--- config.mk ---
export PLATFORM = sky130hd
export DESIGN_NAME = switching_merge_block
export DESIGN_NICKNAME = d
export VERILOG_FILES = /design/src/rtl/dem_pkg.sv /design/src/rtl/dem_err_counter.sv /design/src/rtl/switching_merge_block.sv
export SDC_FILE = /design/constraint.sdc
export NUM_CORES = 1
export LEC_CHECK = 0
export CORE_AREA = 2 2 80 82
export CTS_BUF_LIST = sky130_fd_sc_hd__clkbuf_8
export CTS_CLUSTER_DIAMETER = 120
export CTS_CLUSTER_SIZE = 28
export DETAILED_ROUTE_END_ITERATION = 8
export DIE_AREA = 0 0 82 84
export DONT_BUFFER_PORTS = 1
export GPL_TIMING_DRIVEN = 0
export MAX_ROUTING_LAYER = met4
export PLACE_DENSITY = 0.68
export SYNTH_ARGS = -nofsm -noshare
export SYNTH_HDL_FRONTEND = slang
export SYNTH_SLANG_ARGS = --single-unit
--- constraint.sdc ---
create_clock -name clk_i -period 2 [get_ports clk_i]
set_input_delay 0.2 -clock clk_i [delete_from_list [all_inputs] [get_ports clk_i]]
set_output_delay 0.2 -clock clk_i [all_outputs]
set_load 0.01 [all_outputs]
--- src/rtl/dem_pkg.sv ---
// Shared types and helpers for the DEM-DAC tree verification path.
package dem_pkg;

    typedef struct packed {
        logic dir;
        logic parity;
        logic cons;
    } err_flags_t;

    localparam int unsigned ERR_DIR  = 2;
    localparam int unsigned ERR_PAR  = 1;
    localparam int unsigned ERR_CONS = 0;
    localparam int unsigned ERR_W    = 3;

    // Largest legal parent code for a node of the given width: 2^(width-1)-1.
    function automatic logic [31:0] max_code(input int unsigned width);
        return (32'd1 << (width - 32'd1)) - 32'd1;
    endfunction

endpackage

--- src/rtl/dem_err_counter.sv ---
// Saturating flagged-sample counter with sticky flag; clear wins over increment.
module dem_err_counter #(
    parameter int unsigned CNT_W = 16
) (
    input  logic             clk_i,
    input  logic             reset_ni,
    input  logic             inc_i,
    input  logic             clr_i,
    output logic [CNT_W-1:0] cnt_o,
    output logic             sticky_o
);

    localparam logic [CNT_W-1:0] CNT_MAX = '1;

    always_ff @(posedge clk_i or negedge reset_ni) begin
        if (!reset_ni) begin
            cnt_o    <= '0;
            sticky_o <= 1'b0;
        end else if (clr_i) begin
            cnt_o    <= '0;
            sticky_o <= 1'b0;
        end else if (inc_i) begin
            sticky_o <= 1'b1;
            if (cnt_o != CNT_MAX) begin
                cnt_o <= cnt_o + CNT_W'(1);
            end
        end
    end

endmodule

--- src/rtl/switching_merge_block.sv ---
// Inverse DEM switching node: rebuilds parent code and switching magnitude
// from a child pair and flags conservation, parity and PN-direction errors.
module switching_merge_block
    import dem_pkg::*;
#(
    parameter int unsigned WIDTH = 8,
    parameter int unsigned CNT_W = 16
) (
    input  logic              clk_i,
    input  logic              reset_ni,
    input  logic              valid_i,
    output logic              ready_o,
    input  logic [WIDTH-1:0]  x1_i,
    input  logic [WIDTH-1:0]  x2_i,
    input  logic              pn_seq_i,
    output logic              valid_o,
    input  logic              ready_i,
    output logic [WIDTH-1:0]  x_o,
    output logic [WIDTH-1:0]  s_o,
    output logic [ERR_W-1:0]  err_o,
    output logic              err_sticky_o,
    output logic [CNT_W-1:0]  err_cnt_o,
    input  logic              clr_i
);

    localparam int unsigned      SUM_W = WIDTH + 1;
    localparam logic [WIDTH-1:0] MAX_X = WIDTH'(max_code(WIDTH));

    logic             s1_valid;
    logic [SUM_W-1:0] s1_sum;
    logic [SUM_W-1:0] s1_diff;
    logic             s1_pn;
    logic             s1_advance;
    logic             err_inc;

    logic [SUM_W-1:0] diff_abs_c;
    logic [WIDTH-1:0] x_c;
    logic [WIDTH-1:0] s_c;
    err_flags_t       flags_c;

    // Stage 1 may move whenever stage 2 is empty or draining this cycle.
    assign s1_advance = !valid_o || ready_i;
    assign ready_o    = !s1_valid || s1_advance;
    assign err_inc    = valid_o && ready_i && (err_o != '0);

    always_ff @(posedge clk_i or negedge reset_ni) begin
        if (!reset_ni) begin
            s1_valid <= 1'b0;
            s1_sum   <= '0;
            s1_diff  <= '0;
            s1_pn    <= 1'b0;
        end else if (ready_o) begin
            s1_valid <= valid_i;
            if (valid_i) begin
                s1_sum  <= SUM_W'(x1_i) + SUM_W'(x2_i);
                s1_diff <= SUM_W'(x1_i) - SUM_W'(x2_i);
                s1_pn   <= pn_seq_i;
            end
        end
    end

    // Sum and diff share parity, so both halvings drop the same LSB.
    always_comb begin
        diff_abs_c     = s1_diff[SUM_W-1] ? (-s1_diff) : s1_diff;
        x_c            = s1_sum[SUM_W-1:1];
        s_c            = diff_abs_c[SUM_W-1:1];
        flags_c        = '0;
        flags_c.cons   = s1_sum[0] || (x_c > MAX_X);
        flags_c.parity = s_c[0] != x_c[0];
        flags_c.dir    = (s1_diff != '0) && (s1_diff[SUM_W-1] == s1_pn);
    end

    always_ff @(posedge clk_i or negedge reset_ni) begin
        if (!reset_ni) begin
            valid_o <= 1'b0;
            x_o     <= '0;
            s_o     <= '0;
            err_o   <= '0;
        end else if (s1_advance) begin
            valid_o <= s1_valid;
            if (s1_valid) begin
                x_o   <= x_c;
                s_o   <= s_c;
                err_o <= flags_c;
            end
        end
    end

    dem_err_counter #(
        .CNT_W (CNT_W)
    ) u_err_cnt (
        .clk_i    (clk_i),
        .reset_ni (reset_ni),
        .inc_i    (err_inc),
        .clr_i    (clr_i),
        .cnt_o    (err_cnt_o),
        .sticky_o (err_sticky_o)
    );

endmodule

Word-level counts from Yosys, hierarchy flattened
Cells that the tools add are included.
{"block": "word_totals", "out_inout_bits": 38, "elab_cells": 39, "register_bits": 57, "inputBits": 22}
{"block": "op_classes", "magnitude_cmp": 1, "n_eq_ne": 3, "reduce_logical": 15, "n_mux": 6, "add_sub_neg": 4}
{"operator": "2-to-1 mux 16 bit", "count": 3}
{"operator": "adder 16 x 1 -> 16 bit, second input constant", "count": 1}
{"operator": "!= test 16 bit, second input constant", "count": 1}
{"operator": "adder 8 x 8 -> 9 bit", "count": 1}
{"operator": "2-to-1 mux 9 bit", "count": 1}
{"operator": "negation 9 bit", "count": 1}
{"operator": "nonzero test 9 bit", "count": 1}
{"operator": "subtractor 8 x 8 -> 9 bit", "count": 1}
{"operator": "> comparator 8 x 7 -> 1 bit, second input constant", "count": 1}
{"operator": "AND reduction 2 bit", "count": 3}
{"operator": "nonzero test 2 bit", "count": 2}
{"operator": "logical AND 1 bit", "count": 3}
{"operator": "logical OR 1 bit", "count": 3}
{"operator": "nonzero test 3 bit", "count": 1}
{"operator": "logical NOT 1 bit", "count": 2}
{"operator": "2-to-1 mux 1 bit", "count": 2}
{"operator": "equality test 1 bit", "count": 1}
{"operator": "!= test 1 bit", "count": 1}

Depth between registers and ports, before layout
Gate-level depths: netlist of the first run.
{"block": "logic_depth", "word_depth": 4, "depth_mapped": 8, "ltp_nobuf": 8}

Hierarchy
Synthesis of the first run repeated with hierarchy kept, for this count alone.
{"block": "hier_totals", "hier_cells": 344, "hier_area_um2": 3230.6}
{"module": "switching_merge_block", "cells_per_inst": 243, "n_inst": 1, "seq_area_each_um2": 975.9, "area_each_um2": 2282.2}
{"module": "dem_err_counter", "cells_per_inst": 101, "n_inst": 1, "seq_area_each_um2": 425.4, "area_each_um2": 948.4}

Worst setup path before layout of the first run
Ideal clock, no wire load.
{"block": "synth_path", "kind": "reg2reg", "startpoint": "reg u_err_cnt.cnt_o[0]", "endpoint": "reg u_err_cnt.cnt_o[9]", "setup_ns": 0.132, "n_path_buf": 1, "t_required_ns": 1.868, "path_slack_ns": 0.261, "t_arrival_ns": 1.607, "stages_incl_launch_ff": 8, "synth_period_minus_slack_ns": 1.739, "cell_sequence": "dfrtp_1 -> ha_1 -> and4_4 -> and4bb_4 -> buf_2 -> nor3_1 -> xnor2_1 -> nor2_1"}
{"block": "synth_between", "elab_chain_cells": 4, "elab_cells_between_ends": 7, "classes_between": "add/sub: 1; eq/ne: 1; mux: 3; reduce/logical: 2"}
{"item": "start: declaration", "line": "dem_err_counter.sv:9", "rtl": "output logic [CNT_W-1:0] cnt_o,"}
{"item": "start signal: assignment", "line": "dem_err_counter.sv:25", "rtl": "cnt_o <= cnt_o + CNT_W'(1);"}
{"item": "adder 16 x 1 -> 16 bit", "line": "dem_err_counter.sv:25"}
{"item": "2-to-1 mux 16 bit", "line": "dem_err_counter.sv:24", "rtl": "if (cnt_o != CNT_MAX) begin"}
{"item": "2-to-1 mux 16 bit", "line": "dem_err_counter.sv:22", "rtl": "end else if (inc_i) begin"}
{"item": "2-to-1 mux 16 bit", "line": "dem_err_counter.sv:19", "rtl": "end else if (clr_i) begin"}
Several ways; a longest one is shown, not always the timed one. The select of a mux whose other input is x is not followed.
A chain may end at the register's enable or synchronous reset.

Worst setup path after layout of the first run
{"block": "layout_path", "startpoint": "reg u_err_cnt.cnt_o[0]", "endpoint": "reg u_err_cnt.cnt_o[8]"}
The elaborated chain is that of the path after synthesis.

==> run metrics, run 1 <==
Post-synth EDFFs 0; period utilization 0.9090; Final Hold Viols 0; FF-to-FF Start u_err_cnt.cnt_o[0]; top cells by area, synth dfrtp_1, ha_1, nand2_1; 1st-iter DRT viols between 100 and 150; share of layout cells above drive strength 1 0.09064; post-place instance area 3281 um2; clock sink count 56; Startpoint Class flop; endpoints failing setup 0; Core ar. between 6000 and 7000 um2; CP max FO 16; Max-slew headroom 0.6780; GP Congestion approximately 0.85; initial antenna violation count 0; drt via density ~5.5; commonest non-fill, non-tap cell in the layout dfrtp_1; hold crit path type input port to flop; # IOs 60; Final min period around 1.8 ns; Nets between 300 and 400; share of synthesized registers carrying an async set or reset 1.000; max-slew violations 0; H-Tree Depth 2; post-CTS setup buffers 0; DIE HEIGHT approximately 84 um; Slew @ Worst Pin between 0.4 and 0.5 ns; area of the multi-input gates 1652 um2; worst-case vdd ir drop ~450 uV; total power ~2700 uW; Synth Register Bits 56; Worst EP required 2.24 ns; register area between 1000 and 1500 um2; antenna viol nets, final 0; buffer and inverter count on the worst path 0; HPWL after detailed placement ~4.7 mm; area share of the largest cell type after synthesis 0.4401; Post-Syn Area approximately 3200 um2; Max Root-Sink Buffers 2; Syn-to-layout area delta 6.916%; Ant. Diodes 0; Worst Skew around 0.0096 ns; Starting Density 0.5224; die width ~80 um; worst skew pair latency 0.30 ns; final instance area about 3400 um2; reg-to-reg slack, setup approximately 0.18 ns; largest area contributor in the synthesized netlist dfrtp_1; crit-path max cell delay 0.47 ns; Synth Flop Type dfrtp_1; Netlist cell types between 40 and 50; yosys warns 0; family with the most delay on the worst path simple AND/OR/NAND/NOR gates; f_max roughly 550 MHz; row count 29; CTS tree done; RSZ-0062 raised after global routing no; routed wire length 6.265 mm; Post-Syn Instances 333; syn avg cell area roughly 9.6 um2; P per Cell Area 806.5 nW/um2; status complete, no violations; WS Path Type flop to flop; most frequent cells in the layout dfrtp_1, nand2_1, nor2_1, o21ai_0, inv_1; Clk Tree Root Cell clkbuf_8; Fill cells ~570; vias about 2300; largest net degree at the start of global routing 57; PortBufs 0; register clock-pin slew on the reported worst setup and hold paths approximately 0.10 ns; crit path from u_err_cnt.cnt_o[0]; DRC errors left 0; WP data arrival 2.05 ns; CTS Buf Count 5; max-cap viol count 0; CP cell instances ha_1, and4_4, and4bb_4, or3_2, a21oi_1; worst r2r path cells 5; first-pass GRT wire length around 11 mm; Critical Path Sink Type flop; vias in the first global route approximately 2300; CP Capture Point u_err_cnt.cnt_o[8]; Detailed Routing Iterations Pass 1 4; cell count along the critical path 5; worst flop-to-flop path endpoint u_err_cnt.cnt_o[8]; full die area between 6000 and 7000 um2; P_leak about 0.0015 uW; Setup TNS 0 ns; register area share after synthesis 0.4401; average wire per standard cell around 15 um; grt ovf 0; syn nets 375; Worst path slowest cell dfrtp_2; GRT Overall Usage 0.1997
## how the worst min path moves through the flow
| stage | start | end | slack [ns] | cells past startpoint |
|---|---|---|---|---|
| floorplan | reset_ni | err_o[0] | -0.1 | 0 |
| global placement | reset_ni | u_err_cnt.cnt_o[10] | -0.09 | 0 |
| detailed placement | reset_ni | u_err_cnt.cnt_o[10] | -0.09 | 0 |
| CTS | pn_seq_i | s1_pn | 0.007 | 2 |
| global route | pn_seq_i | s1_pn | 0.02 | 2 |
| finish | pn_seq_i | s1_pn | 0.01 | 2 |
## synth_stat cells, types with 2 or more instances
master    number
buf_2          3
or4_1          2
dfrtp_1       56
nand2b_1       9
o31a_1         2
xnor2_1       15
nand4_1        3
nor4_1         3
o31ai_1        7
o21ai_0       27
and2_1         3
nor2_1        28
mux2i_1        3
or3_1          5
nand3_1        4
a21oi_1       14
and3_1         5
ha_1          18
nand2_1       39
fa_1           2
xor2_1         8
inv_1         20
nand4_2        2
clkbuf_1       8
mux2_2         8
nor3_1        10
o21a_1         4
nor2b_1        3
o21bai_1       2
## per-layer routing
| metal | routed length (um) | GRT usage |
|---|---|---|
| met5 | 0 | - |
| met1 | 2947 | 0.2851 |
| met4 | 80 | 0.05606 |
| met2 | 2955 | 0.2971 |
| met3 | 281 | 0.02814 |
## stage by stage
step                      instances  setup slack [ns]  hold WS, ns  utilization
after floorplan                 333            0.2611     -0.09559            -
after global placement          410            0.1045     -0.09448       0.5382
after detailed placement        410           0.08001     -0.09449       0.5382
after CTS                       420           0.06775     0.006649       0.5587
after global routing            419            0.1072      0.01720       0.5585
final                           419            0.1820      0.01065       0.5585
## timing repair
action                                  4_1_cts  5_1_grt
gates resized for setup                       0        4
hold endpoints to repair                     57        0
endpoints found under the setup margin        0       11
hold buffers                                  3        0
## layout make-up
cell class,count,area share
sequential,56,0.4123
clock buffer,5,0.02021
buffer,11,0.01544
timing repair buffer,3,0.01397
clock inverter,2,0.002573
tap,77,0.02830
inverter,20,0.02205
multi-input combinational,245,0.4851
## registers in the layout, summed over array words and instances, names as in the netlist
signal and count:
x_o 8, u_err_cnt.cnt_o 16, s1_sum 9, s1_pn 1
u_err_cnt.sticky_o 1, valid_o 1, s1_valid 1, s_o 8
s1_diff 8, err_o 3
## kinds of logic after synthesis
group | synth area share
buffers and inverters | 0.04126
AOI/OAI and AO/OA | 0.1246
muxes | 0.03772
xor gates and xnor gates | 0.06326
and+or+nand+nor | 0.2098
adders and majority gates | 0.08330
DFF | 0.4401
## worst reg2reg max path: stages, from the launching register on
cell and delay [ns]:
dfrtp_2 0.47, ha_1 0.25, and4_4 0.17, and4bb_4 0.27, or3_2 0.46, a21oi_1 0.14
## power by group
part           switching (uW)  leakage (uW)  internal (uW)
logic                     322      0.000757            274
registers                 235      0.000701           1340
clock network             338     0.0000452            234
(Power assumes the default switching activity.)
==> inputs of run 2 (changes only) <==
Settings changed: CTS_BUF_LIST sky130_fd_sc_hd__clkbuf_8 to sky130_fd_sc_hd__clkbuf_16.
==> run metrics, run 2 (synthesized netlist as in run 1, its figures left out) <==
Most flops, register u_err_cnt.cnt_o; Core ar. 6096 um2; CTS tree done; Startpoint Class flop; row count 29; drt via density 5.541; # IOs 60; max-cap viol count 0; Final Hold Viols 0; GRT Overall Usage 0.2005; endpoints failing setup 0; WS Path Type flop to flop; GP Congestion approximately 0.85; Worst Skew 0.006634 ns; Detailed Routing Iterations Pass 1 4; Nets 383; hold crit path type input port to flop; Starting Density 0.5224; P per Cell Area between 800 and 900 nW/um2; H-Tree Depth 2; CP max FO 10; DRC errors left 0; Largest regs u_err_cnt.cnt_o (16), s1_sum (9); Fill cells roughly 550; commonest non-fill, non-tap cell in the layout dfrtp_1; clock sink count 56; share of layout cells above drive strength 1 0.08798; full die area 6888 um2; CTS Buf Count 5; Worst EP required around 2.2 ns; status complete, no violations; clock network fraction of total power 0.273; average wire per standard cell 15.12 um; Max-slew headroom 0.6629; Reg power frac 0.528; Int Pwr 2067 uW; crit path from valid_o; vias in the first global route between 2000 and 2500; sw frac 0.3095; RSZ-0062 raised after global routing no; Net Sw Power approximately 900 uW; HPWL after detailed placement around 4.7 mm; period utilization 0.9178; register clock-pin slew on the reported worst setup and hold paths approximately 0.06 ns; post-CTS setup buffers 0; worst-case vdd ir drop 409.7 uV; Syn-to-layout area delta 8.330%; antenna viol nets, final 0; die width between 80 and 90 um; DIE HEIGHT 84 um; 1st-iter DRT viols 131; grt ovf 0; Setup TNS 0 ns; final worst setup slack 0.1644 ns; max FFs per register 16; Clk Tree Root Cell clkbuf_16; hold path startpoint valid_i; met2 GRT Util 0.3001; register area 1404 um2; first-pass GRT wire length around 11 mm; Logic pwr share 0.199; area of the multi-input gates 1652 um2; initial antenna violation count 0; PortBufs 0; Max Root-Sink Buffers 2; most frequent cells in the layout dfrtp_1, nand2_1, nor2_1, o21ai_0, inv_1; largest net degree at the start of global routing 57; Critical Path Sink Type flop; worst skew pair latency around 0.29 ns; P_leak 0.001522 uW; most crowded layer after global routing met2; FF-to-FF Start valid_o; Ant. Diodes 0; grt met1 use 0.2804; routed wire length 6.319 mm; M3 GR Usage 0.03463; Place WS roughly 0.08 ns; vias between 2000 and 2500; Slew @ Worst Pin between 0.5 and 0.6 ns; Final min period roughly 1.8 ns; WP data arrival around 2.0 ns; f_max approximately 540 MHz; max-slew violations 0
## run 2: cell count changes in the layout (fill, tap and decap cells not counted), sizes merged
cell	delta
dlygate4sd3	-1
## run 2: routing by layer
layer | wire [um] | part of all wire
met1 | 2968 | 0.47
met2 | 3005 | 0.48
met3 | 270 | 0.043
met4 | 76 | 0.012
met5 | 0 | 0
## run 2: area by class of cell
class,instances,area share
Buffer,11,0.01487
Timing Repair Buffer,2,0.01088
Multi-Input combinational cell,245,0.4788
Clock inverter,2,0.002539
Inverter,20,0.02176
Clock buffer,5,0.03627
Sequential cell,56,0.4070
Tap cell,77,0.02793
## run 2: critical path: stages (launching register included)
cell,delay (ns)
dfrtp_1,0.43
nand3b_1,0.23
nand2_1,0.26
buf_2,0.26
clkbuf_1,0.37
nand2_1,0.12
o31ai_1,0.08
## run 2: worst paths after layout
kind                                       end  slack (ns)  depth (start not counted)
max                                 s1_diff[5]        0.16                          6
min                                   s1_valid        0.02                          1
max reg2reg                         s1_diff[5]        0.16                          6
min reg2reg                          s1_sum[2]        0.48                          2
max in group asynchronous   u_err_cnt.cnt_o[1]        1.31                          2
min in group asynchronous  u_err_cnt.cnt_o[12]        0.43                          2
## run 2: what timing repair did
| item | 4_1_cts | 5_1_grt |
|---|---|---|
| hold endpoints to repair | 56 | 0 |
| resized for setup | 0 | 2 |
| endpoints found under the setup margin | 0 | 9 |
| hold buffers | 2 | 0 |
## run 2: power groups by stage
stage	sequential [uW]	clock, uW	combinational (uW)
6_report	1580	818	595
2_1_floorplan	1550	0	463
3_5_place_dp	1610	0	566
4_1_cts	1590	837	601
5_1_grt	1610	887	686
3_3_place_gp	1590	0	549
## run 2: per-stage QoR
stage	hold WS (ns)	instances	power (uW)	cell area, um2	utilization
after global placement	-0.09448	410	2144	3281	0.5382
final	0.01744	418	2994	3450	0.5659
after global routing	0.02013	418	3185	3450	0.5659
after CTS	0.01145	419	3023	3452	0.5663
after floorplan	-0.09559	333	2011	3184	-
after detailed placement	-0.09449	410	2174	3281	0.5382
==> inputs of run 3 (changes only) <==
Settings changed: CORE_AREA 2 2 80 82 to 2 2 72 91, DIE_AREA 0 0 82 84 to 0 0 74 93.
==> run metrics, run 3 (synthesized netlist as in run 1, its figures left out) <==
DRC errors left 0; GRT Overall Usage 0.2099; Fill cells between 500 and 600; endpoints failing setup 0; routed wire length 6.535 mm; post-route insts no fill 428; first-pass GRT wire length between 10 and 15 mm; hold crit path type input port to flop; sw frac 0.3106; average wire per standard cell 15.27 um; share of layout cells above drive strength 1 0.09038; clock sink count 56; CTS tree done; Worst Skew just over 0.005 ns; Startpoint Class flop; Setup TNS 0 ns; drt via density about 5.6; register area around 1400 um2; worst skew pair latency 0.29 ns; full die area ~6900 um2; Final min period 1.902 ns; antenna viol nets, final 0; status complete, no violations; H-Tree Depth 2; DIE HEIGHT between 90 and 100 um; f_max between 500 and 600 MHz; Final Hold Viols 0; Core ar. a little over 6000 um2; Worst path slowest cell dfrtp_2; period utilization 0.9511; 1st-iter DRT viols ~140; CTS Buf Count 5; largest net degree at the start of global routing 57; Worst EP required 2.16 ns; max-slew violations 0; Ant. Diodes 0; Largest regs u_err_cnt.cnt_o (16), s1_sum (9); grt ovf 0; Starting Density 0.5267; Nets 384; worst-case vdd ir drop around 430 uV; family with the most delay on the worst path simple AND/OR/NAND/NOR gates; WP data arrival 2.06 ns; Finished Core Util 0.5737; RSZ-0062 raised after global routing no; CP max FO 10; CP cell instances ha_1, and4_4, and4bb_4, buf_2, nor3_1, xnor2_1, nor2_1; vias around 2400; Logic pwr share 0.195; vias in the first global route ~2300; register clock-pin slew on the reported worst setup and hold paths 0.07 ns; Max Root-Sink Buffers 2; Slew @ Worst Pin roughly 0.52 ns; max FFs per register 16; Reg power frac 0.528; Max-slew headroom 0.6463; post-CTS setup buffers 0; initial antenna violation count 0; row count 32; Int Pwr around 2100 uW; # IOs 60; area of the multi-input gates between 1500 and 2000 um2; buffer and inverter count on the worst path 1; P per Cell Area between 800 and 900 nW/um2; Net Sw Power 931.4 uW; GP Congestion between 0.8 and 0.9; PortBufs 0; die width 74 um; clock network fraction of total power 0.277; P_leak 0.001533 uW; commonest non-fill, non-tap cell in the layout dfrtp_1; Syn-to-layout area delta 8.920%; Most flops, register u_err_cnt.cnt_o; WS Path Type flop to flop; hold slack 0.01553 ns; Post-Place Cells between 400 and 500; Detailed Routing Iterations Pass 1 4; most frequent cells in the layout dfrtp_1, nand2_1, nor2_1, o21ai_0, inv_1; HPWL after detailed placement 4.945 mm; Critical Path Sink Type flop; max-cap viol count 0; crit-path max cell delay approximately 0.46 ns; Clk Tree Root Cell clkbuf_16
==> run 3: worst paths after layout <==
| check | depth (start not counted) | startpoint | slack [ns] | to |
|---|---|---|---|---|
| setup / recovery | 7 | u_err_cnt.cnt_o[0] | 0.1 | u_err_cnt.cnt_o[10] |
| hold / removal | 1 | valid_i | 0.02 | s1_valid |
| setup reg to reg | 7 | u_err_cnt.cnt_o[0] | 0.1 | u_err_cnt.cnt_o[10] |
| hold reg to reg | 2 | s1_sum[2] | 0.48 | s1_sum[2] |
| max in group asynchronous | 2 | reset_ni | 1.32 | u_err_cnt.cnt_o[0] |
| min in group asynchronous | 2 | reset_ni | 0.44 | u_err_cnt.cnt_o[10] |
==> run 3: metal layers <==
metal	global-route usage	wire length, um	vias up
met2	0.3624	3354	60
met3	0.04634	431	9
met5	-	0	-
met1	0.2389	2640	1141
li1	-	-	1173
met4	0.06667	108	0
==> run 3: power groups by stage <==
stage                     Clock, uW  Combinational [uW]  Sequential (uW)
after floorplan                   0                 463             1550
after global routing            893                 680             1610
after detailed placement          0                 558             1610
final                           829                 586             1580
after CTS                       842                 592             1590
after global placement            0                 549             1610
==> run 3: area by class of cell <==
class | instances | area share
well taps | 85 | 0.03066
plain buffers | 12 | 0.01659
multi-input cells | 245 | 0.4762
inverters | 20 | 0.02164
clock buffers | 5 | 0.03607
clock inverters | 3 | 0.003247
flip-flops and latches | 56 | 0.4048
repair buffers | 2 | 0.01082
==> run 3: metrics by stage <==
stage	setup slack (ns)	area [um2]	power (uW)
after floorplan	0.2611	3184	2011
after global placement	0.09081	3291	2155
after detailed placement	0.08314	3291	2169
after CTS	0.03763	3465	3022
after global routing	0.006353	3468	3186
final	0.09787	3468	2999
==> run 3: what timing repair did <==
action,4_1_cts,5_1_grt
endpoints found under the setup margin,0,18
hold buffers,2,0
resized for setup,0,4
endpoints found under the hold margin,56,0
